--- src/rtl/dig_scan_ctrl.sv ---
// Six-digit multiplexed display scanner: walks digits 1..6 at a CLK_DIV-cycle slot rate,
// with frame-coherent shadow registers, optional leading-zero blanking and a frame_done pulse.
module dig_scan_ctrl #(
  parameter int unsigned CLK_DIV = 50000
) (
  input  logic        clk,
  input  logic        rst,
  input  logic        en,
  input  logic [23:0] data_in,
  input  logic [5:0]  dp_in,
  input  logic        lzb,
  output logic [2:0]  ctrl,
  output logic [3:0]  code,
  output logic        dp,
  output logic        frame_done
);

  localparam int unsigned CNT_W  = (CLK_DIV > 2) ? $clog2(CLK_DIV) : 1;
  localparam int unsigned DATA_W = 24;
  localparam int unsigned DP_W   = 6;

  typedef enum logic {IDLE = 1'b0, SCAN = 1'b1} state_t;

  state_t              state_q, state_d;
  logic [CNT_W-1:0]    cnt_q, cnt_d;
  logic [2:0]          idx_q, idx_d;
  logic [DATA_W-1:0]   data_sh_q, data_sh_d;
  logic [DP_W-1:0]     dp_sh_q, dp_sh_d;
  logic                lzb_sh_q, lzb_sh_d;
  logic [2:0]          ctrl_q, ctrl_d;
  logic [3:0]          code_q, code_d;
  logic                dp_q, dp_d;
  logic                frame_done_q, frame_done_d;

  logic                tick;
  logic                load;
  logic [DATA_W-1:0]   upper_data;
  logic [DP_W-1:0]     dp_shift;
  logic                blank;

  always_ff @(posedge clk or posedge rst) begin
    if (rst) begin
      state_q      <= IDLE;
      cnt_q        <= '0;
      idx_q        <= 3'd1;
      data_sh_q    <= '0;
      dp_sh_q      <= '0;
      lzb_sh_q     <= 1'b0;
      ctrl_q       <= '0;
      code_q       <= '0;
      dp_q         <= 1'b0;
      frame_done_q <= 1'b0;
    end else begin
      state_q      <= state_d;
      cnt_q        <= cnt_d;
      idx_q        <= idx_d;
      data_sh_q    <= data_sh_d;
      dp_sh_q      <= dp_sh_d;
      lzb_sh_q     <= lzb_sh_d;
      ctrl_q       <= ctrl_d;
      code_q       <= code_d;
      dp_q         <= dp_d;
      frame_done_q <= frame_done_d;
    end
  end

  always_comb begin
    state_d      = state_q;
    cnt_d        = cnt_q;
    idx_d        = idx_q;
    data_sh_d    = data_sh_q;
    dp_sh_d      = dp_sh_q;
    lzb_sh_d     = lzb_sh_q;
    frame_done_d = 1'b0;
    ctrl_d       = '0;
    code_d       = '0;
    dp_d         = 1'b0;
    load         = 1'b0;
    tick         = (state_q == SCAN) && (cnt_q == CNT_W'(CLK_DIV - 1));

    unique case (state_q)
      IDLE: begin
        cnt_d = '0;
        idx_d = 3'd1;
        if (en) begin
          state_d = SCAN;
          load    = 1'b1;
        end
      end
      SCAN: begin
        if (!en) begin
          state_d = IDLE;
          cnt_d   = '0;
          idx_d   = 3'd1;
        end else if (tick) begin
          cnt_d = '0;
          if (idx_q == 3'd6) begin
            idx_d        = 3'd1;
            load         = 1'b1;
            frame_done_d = 1'b1;
          end else begin
            idx_d = idx_q + 3'd1;
          end
        end else begin
          cnt_d = cnt_q + CNT_W'(1);
        end
      end
      default: state_d = IDLE;
    endcase

    if (load) begin
      data_sh_d = data_in;
      dp_sh_d   = dp_in;
      lzb_sh_d  = lzb;
    end

    // Outputs are computed from next-state values so they register on the same edge as idx/state.
    upper_data = data_sh_d >> {idx_d - 3'd1, 2'b00};
    dp_shift   = dp_sh_d >> (idx_d - 3'd1);
    blank      = lzb_sh_d && (idx_d != 3'd1) && (upper_data == '0);

    if ((state_d == SCAN) && !blank) begin
      ctrl_d = idx_d;
      code_d = upper_data[3:0];
      dp_d   = dp_shift[0];
    end
  end

  assign ctrl       = ctrl_q;
  assign code       = code_q;
  assign dp         = dp_q;
  assign frame_done = frame_done_q;

endmodule
--- config.mk ---
export PLATFORM = sky130hd
export DESIGN_NAME = dig_scan_ctrl
export DESIGN_NICKNAME = d
export VERILOG_FILES = /design/src/rtl/dig_scan_ctrl.sv
export SDC_FILE = /design/constraint.sdc
export NUM_CORES = 1
export LEC_CHECK = 0
export ABC_AREA = 0
export BUFFER_PORTS_ARGS = -buffer_cell sky130_fd_sc_hd__buf_2
export CORE_ASPECT_RATIO = 1.25
export CORE_MARGIN = 8
export CORE_UTILIZATION = 45
export DETAILED_ROUTE_END_ITERATION = 16
export PLACE_DENSITY = 0.7
export SYNTH_ARGS = -nofsm -noshare
export SYNTH_HDL_FRONTEND = slang
export SYNTH_SLANG_ARGS = --single-unit
export TNS_END_PERCENT = 10
--- constraint.sdc ---
create_clock -name clk -period 4.2 [get_ports clk]
set_clock_uncertainty 0.05 [all_clocks]
set_input_delay 1.26 -clock clk [delete_from_list [all_inputs] [get_ports clk]]
set_output_delay 1.26 -clock clk [all_outputs]
set_load 0.01 [all_outputs]
==> impl_metrics.toml, run 1 <==
[timing]
min_period_ns = 3.71
final_max_slew_viol_count = 0
tightest_slew_ns = 0.875
rsz0062_at_grt = "no"
setup_tns_ns = 0
setup_viol = 0
max_freq_ghz = 0.270
finalCritPeriodShare_pct = 88.3
hold_viol_final = 0
max-slew-margin-rel_pct = 41.5

[layout]
drive_gt1_share_pct = 30.6
nets = 369
layout_commonest_cell = "dfrtp_1"
final_cell_mix = "59 x dfrtp_1, 42 x buf_2, 26 x nor2_1, 26 x mux2_2, 18 x nand2_1"
syn2layout_area_growth_pct = 15.5
diodes = 0
final_cell_area_mm2 = 0.00364

[cts]
clockBufferDepth = 2
cts_setup_buffers = 0
clkSinkCount = 60
cts_tree = "yes"
cts-hold-fix-buffers = 0
cts.clk_slew.worst_paths_ns = 0.07
clk_latency_ns = 0.34
h-tree-depth = 3
cts_root_buf = "clkbuf_8"
cts_buffers = 9
cts_resized = 0

[floorplanning]
die-area_mm2 = 0.00996
fp.dieH_um = 110
core_area_mm2 = 0.00689
die_w_um = 90.9
placementRows = 34
start_util_pct = 45.8
ioPinCount = 43

[synthesis]
yosysSeqAreaShare_pct = 47.6
synthDistinctLibCells = 47
synth_flop_cell = "dfrtp_1"
ys_async_sr_fraction_pct = 100
syn-num-nets = 319
synth_warnings = 0
syn_avg_cell_area_um2 = 11.2
synth_edf_count = 0
synth_area_mm2 = 0.00315
ys_ff_latch = 60
synthCells = 282

[placed_design]
port_buffers = 42
gp_congestion = 0.848
dpl_cell_area_mm2 = 0.00345
hpwl_um = 5330

[min_path]
hold_class = "flip-flop to flip-flop"
min_from = "cnt_q[0]$_DFF_PP0_"
hold_depth = 1
holdPathEnd = "cnt_q[0]$_DFF_PP0_"

[critical_path]
critPathLaunch = "en"
worstRegToRegCells = 15
r2r-end = "dp$_DFF_PP0_"
crit_fanout = 11
end_kind = "flip-flop"
cp-start-kind = "input pin"
r2r-start = "cnt_q[0]$_DFF_PP0_"
path_class = "input pin to flip-flop"
arrival_ns = 3.88
ff2ff_setup_slack_ns = 0.50
required_ns = 4.37

[power_and_ir_drop]
p_leak_nw = 1.69
max-vdd-ir-drop_mv = 0.252
powerDensity_mw_per_mm2 = 363

[route]
drc = 0
ant_nets = 0
drtIter0Drc = 92
top_layer = "met4"
route.met2.wl_um = 3780
vias = 2292
totalWireLength_um = 7110
firstDrtPassIters = 4
vias_per_cell = 5.37
drt-met1-wl_um = 2860
routedWlPerCell_um = 16.6
wl_met3_um = 348

[flow_run]
cap_viol_max_count = 0

[global_route]
grt_pass1_vias = 2493
grt.total_usage_pct = 15.3
grt_overflow = 0
antenna_found_initial = 0
grt_max_degree = 61
grt_pass1_wl_um = 12000

[outcome]
status = "finished, final reports clean"
metal layers:
metal / up-vias / global-route usage, %
li1: 1112 / -
met5: - / 0
met3: 10 / 5.33
met2: 50 / 27.0
met4: 0 / 5.16
met1: 1120 / 16.8
logic make-up after synthesis:
family | Yosys count | synth area share, %
fa+ha+maj | 3 | 1.19
flops | 60 | 47.6
compound gates | 29 | 7.89
xor+xnor | 16 | 4.44
mux | 37 | 13.1
simple gates | 119 | 22.3
buf+inv | 18 | 3.45
power by group:
group	switching, mW	internal, mW
Sequential	0.0238	0.626
Combinational	0.0837	0.0797
Clock	0.236	0.273
state kept, by name, indices dropped and copies added, names as in the netlist:
name        cells
ctrl            3
lzb_sh_q        1
code            4
dp_sh_q         6
data_sh_q      24
dp              1
cnt_q          16
frame_done      1
state_q         1
idx_q           3
Yosys cell counts (all sizes together), types with 5 or more instances:
cell type  number  share of area (%)
dfrtp          59                 47
mux2           27                9.8
nor2           26                3.1
nand2          19                2.5
nand3          13                2.1
and3           11                2.2
mux2i          10                3.3
nor4           10                3.4
nor2b           9                1.8
o211ai          9                2.1
xor2            9                2.5
inv             8               0.95
buf             7                2.1
xnor2           7                1.9
a221o           6                1.9
and2            6                1.2
nand2b          6                1.2
or4             5                1.2
metrics by stage:
| step | cells | util [%] | power, mW | hold WS [ns] | worst slack [ns] |
|---|---|---|---|---|---|
| detailed placement | 411 | 50.1 | 0.825 | 0.419 | 0.162 |
| floorplan | 282 | - | 0.765 | 0.398 | 0.475 |
| global placement | 411 | 50.1 | 0.820 | 0.420 | 0.186 |
| finish | 427 | 52.9 | 1.32 | 0.429 | 0.490 |
| global route | 427 | 52.9 | 1.39 | 0.461 | 0.107 |
| CTS | 427 | 52.9 | 1.34 | 0.434 | 0.498 |
cell type report:
cell class | count | area [µm²]
flip-flops and latches | 60 | 1500
clock inverters | 6 | 65.1
clock buffers | 10 | 128
well taps | 90 | 113
inverters | 8 | 30.0
repair buffers | 49 | 263
multi-input cells | 204 | 1540
fillers | 641 | 3250
worst max-delay path by stage:
stage                     slack (ns)            to
after floorplan                 0.47  dp$_DFF_PP0_
after global placement          0.19  dp$_DFF_PP0_
after detailed placement        0.16  dp$_DFF_PP0_
after CTS                       0.50  dp$_DFF_PP0_
after global routing            0.11  dp$_DFF_PP0_
final                           0.49  dp$_DFF_PP0_
critical path, cell delays in order:
cell      delay [ns]
buf_2           0.15
and2_1          0.30
o221ai_1        0.21
ha_1            0.27
xnor2_1         0.14
mux2i_2         0.45
nor2_1          0.15
nand2_1         0.10
o211ai_1        0.12
or3_4           0.40
nor4_4          0.22
nor3b_1         0.09
No activity file was read; power rests on OpenSTA's default activity.
==> run 2, diff against run 1 <==
--- a/config.mk
+++ b/config.mk
@@ -7,7 +7,7 @@
 export LEC_CHECK = 0
 export ABC_AREA = 0
 export BUFFER_PORTS_ARGS = -buffer_cell sky130_fd_sc_hd__buf_2
-export CORE_ASPECT_RATIO = 1.25
+export CORE_ASPECT_RATIO = 0.6
 export CORE_MARGIN = 8
 export CORE_UTILIZATION = 45
 export DETAILED_ROUTE_END_ITERATION = 16
==> run 2 against run 1 <==
- utilization is 3.4 points higher
- clock-buffer cell count down 1
- global-route usage increased by 0.99 points
- sequential share of layout area decreased by 1.6 points
- maximum frequency decreased by 0.57%
- critical path depth increased by 2
- cell area is 4.1% higher
- worst hold slack improved by 0.013 ns
- largest power group is now the clock network
- power increased by 16%
- combinational power grew 8%
- critical endpoint is now ctrl[0]$_DFF_PP0_
- non-clock buffer count increased by 7
==> impl_metrics.toml, run 2 (synthesized netlist as in run 1, its figures left out) <==
[route]
vias = 2358
wl_met3_um = 668
drc = 0
firstDrtPassIters = 7
totalWireLength_um = 7780
drt-met1-wl_um = 4170
drtIter0Drc = 236
routedWlPerCell_um = 18.1
ant_nets = 0
route.met2.wl_um = 2890
vias_per_cell = 5.47
top_layer = "met4"

[cts]
cts-hold-fix-buffers = 0
clockBufferDepth = 2
cts_buffers = 9
h-tree-depth = 3
cts.clk_slew.worst_paths_ns = 0.05
clk_latency_ns = 0.32
cts_resized = 0
cts_tree = "yes"
cts_root_buf = "clkbuf_16"
clkSinkCount = 60
cts_setup_buffers = 0

[timing]
setup_tns_ns = 0
setup_ws_ns = 0.468
finalCritPeriodShare_pct = 88.9
setup_viol = 0
hold_ws_ns = 0.442
min_period_ns = 3.73
final_max_slew_viol_count = 0
rsz0062_at_grt = "no"
tightest_slew_ns = 1.10
hold_viol_final = 0
max-slew-margin-rel_pct = 26.7
max_freq_ghz = 0.268

[placed_design]
port_buffers = 42
placed_cells = 415
hpwl_um = 5870
dp_slack_ns = 0.219
gp_congestion = 0.847

[layout]
final_cell_mix = "59 x dfrtp_1, 42 x buf_2, 26 x nor2_1, 26 x mux2_2, 18 x nand2_1"
largest_reg_flops = 24
layout_commonest_cell = "dfrtp_1"
top_register = "data_sh_q"
reg_top3 = "data_sh_q x24, cnt_q x16, dp_sh_q x6"
diodes = 0
drive_gt1_share_pct = 32.3
final_cells = 431
syn2layout_area_growth_pct = 20.2
nets = 376

[power_and_ir_drop]
finalPower_mw = 1.54
powerDensity_mw_per_mm2 = 405
max-vdd-ir-drop_mv = 0.227
p_leak_nw = 1.78

[critical_path]
crit_fanout = 7
arrival_ns = 3.88
required_ns = 4.35
cp-start-kind = "flip-flop"
end_kind = "flip-flop"
path_class = "flip-flop to flip-flop"

[outcome]
status = "finished, final reports clean"

[global_route]
grt_pass1_wl_um = 12500
grt_pass1_vias = 2372
grt_overflow = 0
grt.total_usage_pct = 16.2
grt_max_degree = 53
antenna_found_initial = 0

[floorplanning]
die_w_um = 124
placementRows = 23
core_area_mm2 = 0.00673
start_util_pct = 46.8
ioPinCount = 43
fp.dieH_um = 80.9
die-area_mm2 = 0.0100

[flow_run]
cap_viol_max_count = 0

[min_path]
hold_class = "flip-flop to flip-flop"
==> run 2: changes by cell type in the layout (fill, tap and decap cells not counted) <==
cell	previous run	this run
clkbuf_16	0	9
buf_4	7	14
clkbuf_1	1	0
clkinv_2	1	3
clkinvlp_4	4	3
clkbuf_8	9	0
==> run 2: per-stage QoR <==
stage	area, µm²	util (%)
finish	3790	56.3
global route	3790	56.3
CTS	3790	56.3
detailed placement	3500	52.0
global placement	3500	52.0
floorplan	3150	-
==> run 2: layer usage <==
metal | vias to the layer above | global-route usage, %
met1 | 1132 | 25.2
met5 | - | 0
met3 | 7 | 5.12
met4 | 0 | 6.02
li1 | 1129 | -
met2 | 90 | 19.9
==> run 2: final timing paths <==
path	cells past startpoint	slack, ns	from	endpoint
setup / recovery	14	0.47	cnt_q[0]$_DFF_PP0_	ctrl[0]$_DFF_PP0_
min in group asynchronous	2	1.17	rst	cnt_q[3]$_DFF_PP0_
setup reg to reg	14	0.47	cnt_q[0]$_DFF_PP0_	ctrl[0]$_DFF_PP0_
max in group asynchronous	3	2.23	rst	data_sh_q[3]$_DFF_PP0_
hold reg to reg	1	0.44	cnt_q[0]$_DFF_PP0_	cnt_q[0]$_DFF_PP0_
hold / removal	1	0.44	cnt_q[0]$_DFF_PP0_	cnt_q[0]$_DFF_PP0_
==> run 2: power by group <==
part	internal, mW	total (mW)	switching (mW)
clock	0.455	0.710	0.255
combinational	0.0834	0.176	0.0927
sequential	0.628	0.651	0.0231
total	1.17	1.54	0.371
==> run 2: area by class of cell <==
cell class / instances / area (µm²)
well taps: 87 / 109
clock buffers: 9 / 225
inverters: 8 / 30.0
fillers: 597 / 2940
clock inverters: 7 / 67.6
multi-input cells: 204 / 1540
flip-flops and latches: 60 / 1500
repair buffers: 56 / 315
==> run 2: critical path, stage by stage, from the launching register on <==
cell	delay (ns)
dfrtp_1	0.39
ha_1	0.22
nand3_1	0.17
nor4_4	0.39
and3_1	0.28
o221ai_1	0.18
ha_1	0.29
xnor2_1	0.20
mux2i_2	0.16
and2_1	0.26
o211ai_1	0.14
o211ai_1	0.15
or3_4	0.40
nor4_4	0.22
nor2_1	0.10
==> run 3, diff against run 2 <==
--- a/config.mk
+++ b/config.mk
@@ -12,6 +12,7 @@
 export CORE_UTILIZATION = 45
 export DETAILED_ROUTE_END_ITERATION = 16
 export PLACE_DENSITY = 0.7
+export REMOVE_ABC_BUFFERS = 1
 export SYNTH_ARGS = -nofsm -noshare
 export SYNTH_HDL_FRONTEND = slang
 export SYNTH_SLANG_ARGS = --single-unit
==> run 3 against run 2 <==
- utilization grew 0.41 points
- critical path type unchanged
- cell area is 0.73% higher
- sequential power about the same
- critical endpoint is now dp$_DFF_PP0_
- worst hold slack got worse by 0.0033 ns
- largest power group unchanged
==> impl_metrics.toml, run 3 (synthesized netlist as in run 1, its figures left out) <==
[power_and_ir_drop]
p_leak_nw = 1.79
netSwitchingPower_mw = 0.405
seq_power_share_pct = 41.1
swShare_pct = 25.6
intPower_mw = 1.18
p_clk_share_pct = 47.8
powerDensity_mw_per_mm2 = 414
combPwrFrac_pct = 11.1
max-vdd-ir-drop_mv = 0.238

[floorplanning]
die_w_um = 124
die-area_mm2 = 0.0100
ioPinCount = 43
start_util_pct = 46.8
placementRows = 23
fp.dieH_um = 80.9
core_area_mm2 = 0.00673

[placed_design]
placed_cells = 414
hpwl_um = 5810
port_buffers = 42
dp_slack_ns = 0.167
gp_congestion = 0.839

[critical_path]
cp_num_cells = 14
end_kind = "flip-flop"
crit_fanout = 9
critPathLaunch = "cnt_q[0]$_DFF_PP0_"
max_stage_delay_ns = 0.44
path_class = "flip-flop to flip-flop"
cp_cell_sequence = "ha_1 > nand3_1 > nor4_4 > and3_1 > o221ai_1 > ha_1 > xnor2_1 > mux2i_2 > mux2i_1 > nor4_1 > a41oi_1 > nand4_1 > nor4_4 > nor3b_1"
r2r-start = "cnt_q[0]$_DFF_PP0_"
cp-start-kind = "flip-flop"
cp_slowest_cell = "nor4_4"
arrival_ns = 3.88
worstRegToRegCells = 14
crit_family = "simple AND/OR/NAND/NOR gates"
path_buf_inv = 0
required_ns = 4.36

[route]
routedWlPerCell_um = 18.1
drc = 0
drtIter0Drc = 166
totalWireLength_um = 7810
vias_per_cell = 5.51
firstDrtPassIters = 4
vias = 2374
ant_nets = 0

[cts]
clk_latency_ns = 0.34
cts.clk_slew.worst_paths_ns = 0.06
clkSinkCount = 60
cts-hold-fix-buffers = 0
cts_buffers = 9
cts_tree = "yes"
cts_root_buf = "clkbuf_16"
clockBufferDepth = 2
h-tree-depth = 3
cts_resized = 0

[layout]
layout_commonest_cell = "dfrtp_1"
final_cell_mix = "59 x dfrtp_1, 42 x buf_2, 26 x nor2_1, 26 x mux2_2, 18 x nand2_1"
fillers = 599
largest_reg_flops = 24
syn2layout_area_growth_pct = 21.1
final_cells = 431
fin_util_pct = 56.7
nets = 376
drive_gt1_share_pct = 32.3
top_register = "data_sh_q"
reg_top3 = "data_sh_q x24, cnt_q x16, dp_sh_q x6"
diodes = 0

[min_path]
min_from = "cnt_q[0]$_DFF_PP0_"
hold_class = "flip-flop to flip-flop"
hold_depth = 1

[flow_run]
cap_viol_max_count = 0

[timing]
setup_tns_ns = 0
tightest_slew_ns = 0.796
max-slew-margin-rel_pct = 46.3
final_max_slew_viol_count = 0
min_period_ns = 3.72
setup_ws_ns = 0.483
finalCritPeriodShare_pct = 88.5
max_freq_ghz = 0.269
rsz0062_at_grt = "no"
hold_viol_final = 0
setup_viol = 0

[global_route]
grt.total_usage_pct = 16.9
grt_overflow = 0
antenna_found_initial = 0
grt_pass1_wl_um = 12800
grt_pass1_vias = 2472
grt_max_degree = 35

[outcome]
status = "finished, final reports clean"
==> run 3: metal layers <==
layer  up-vias  global-route usage, %  wire length (µm)
li1       1139                      -                 -
met1      1135                   23.9              3940
met2        93                   22.6              3120
met3         7                   6.78               671
met4         0                   6.49                81
met5         -                      0                 0
==> run 3: area by class of cell <==
type	instances	area, µm²	share of cell area (%)
multi-input cells	204	1540	40.4
well taps	87	109	2.85
clock inverters	7	82.6	2.16
flip-flops and latches	60	1500	39.3
clock buffers	9	225	5.90
repair buffers	56	328	8.58
inverters	8	30.0	0.786
==> run 3: what timing repair did <==
action / 4_1_cts / 5_1_grt
setup buffers: 0 / 1
endpoints found under the setup margin: 0 / 4
endpoints found under the hold margin: 0 / 0
==> run 3: worst paths after layout <==
path	endpoint	slack, ns
hold / removal	cnt_q[0]$_DFF_PP0_	0.44
hold reg to reg	cnt_q[0]$_DFF_PP0_	0.44
min in group asynchronous	data_sh_q[10]$_DFF_PP0_	0.94
max in group asynchronous	idx_q[0]$_DFF_PP1_	2.30
setup reg to reg	dp$_DFF_PP0_	0.48
setup / recovery	dp$_DFF_PP0_	0.48
==> run 3: worst reg2reg max path, delay by kind of cell (launching register included) <==
kind | cells | cell delay (ns)
AND/OR/NAND/NOR | 7 | 1.55
multiplexers | 2 | 0.66
XOR/XNOR | 1 | 0.15
adder cells (fa/ha/maj) | 2 | 0.48
AO/OA/AOI/OAI | 2 | 0.33
flip-flops | 1 | 0.38
==> run 3: metrics by stage <==
| step | power [mW] | hold WS (ns) | area, µm² |
|---|---|---|---|
| finish | 1.58 | 0.439 | 3820 |
| global route | 1.65 | 0.456 | 3820 |
| CTS | 1.60 | 0.442 | 3810 |
| detailed placement | 0.834 | 0.422 | 3500 |
| global placement | 0.830 | 0.411 | 3500 |
| floorplan | 0.761 | 0.398 | 3080 |
==> run 3: power groups by stage <==
stage | logic [mW] | registers [mW] | clock network (mW)
2_1_floorplan | 0.107 | 0.654 | 0
6_report | 0.175 | 0.651 | 0.757
5_1_grt | 0.192 | 0.655 | 0.803
3_3_place_gp | 0.172 | 0.658 | 0
3_5_place_dp | 0.174 | 0.660 | 0
4_1_cts | 0.175 | 0.651 | 0.773
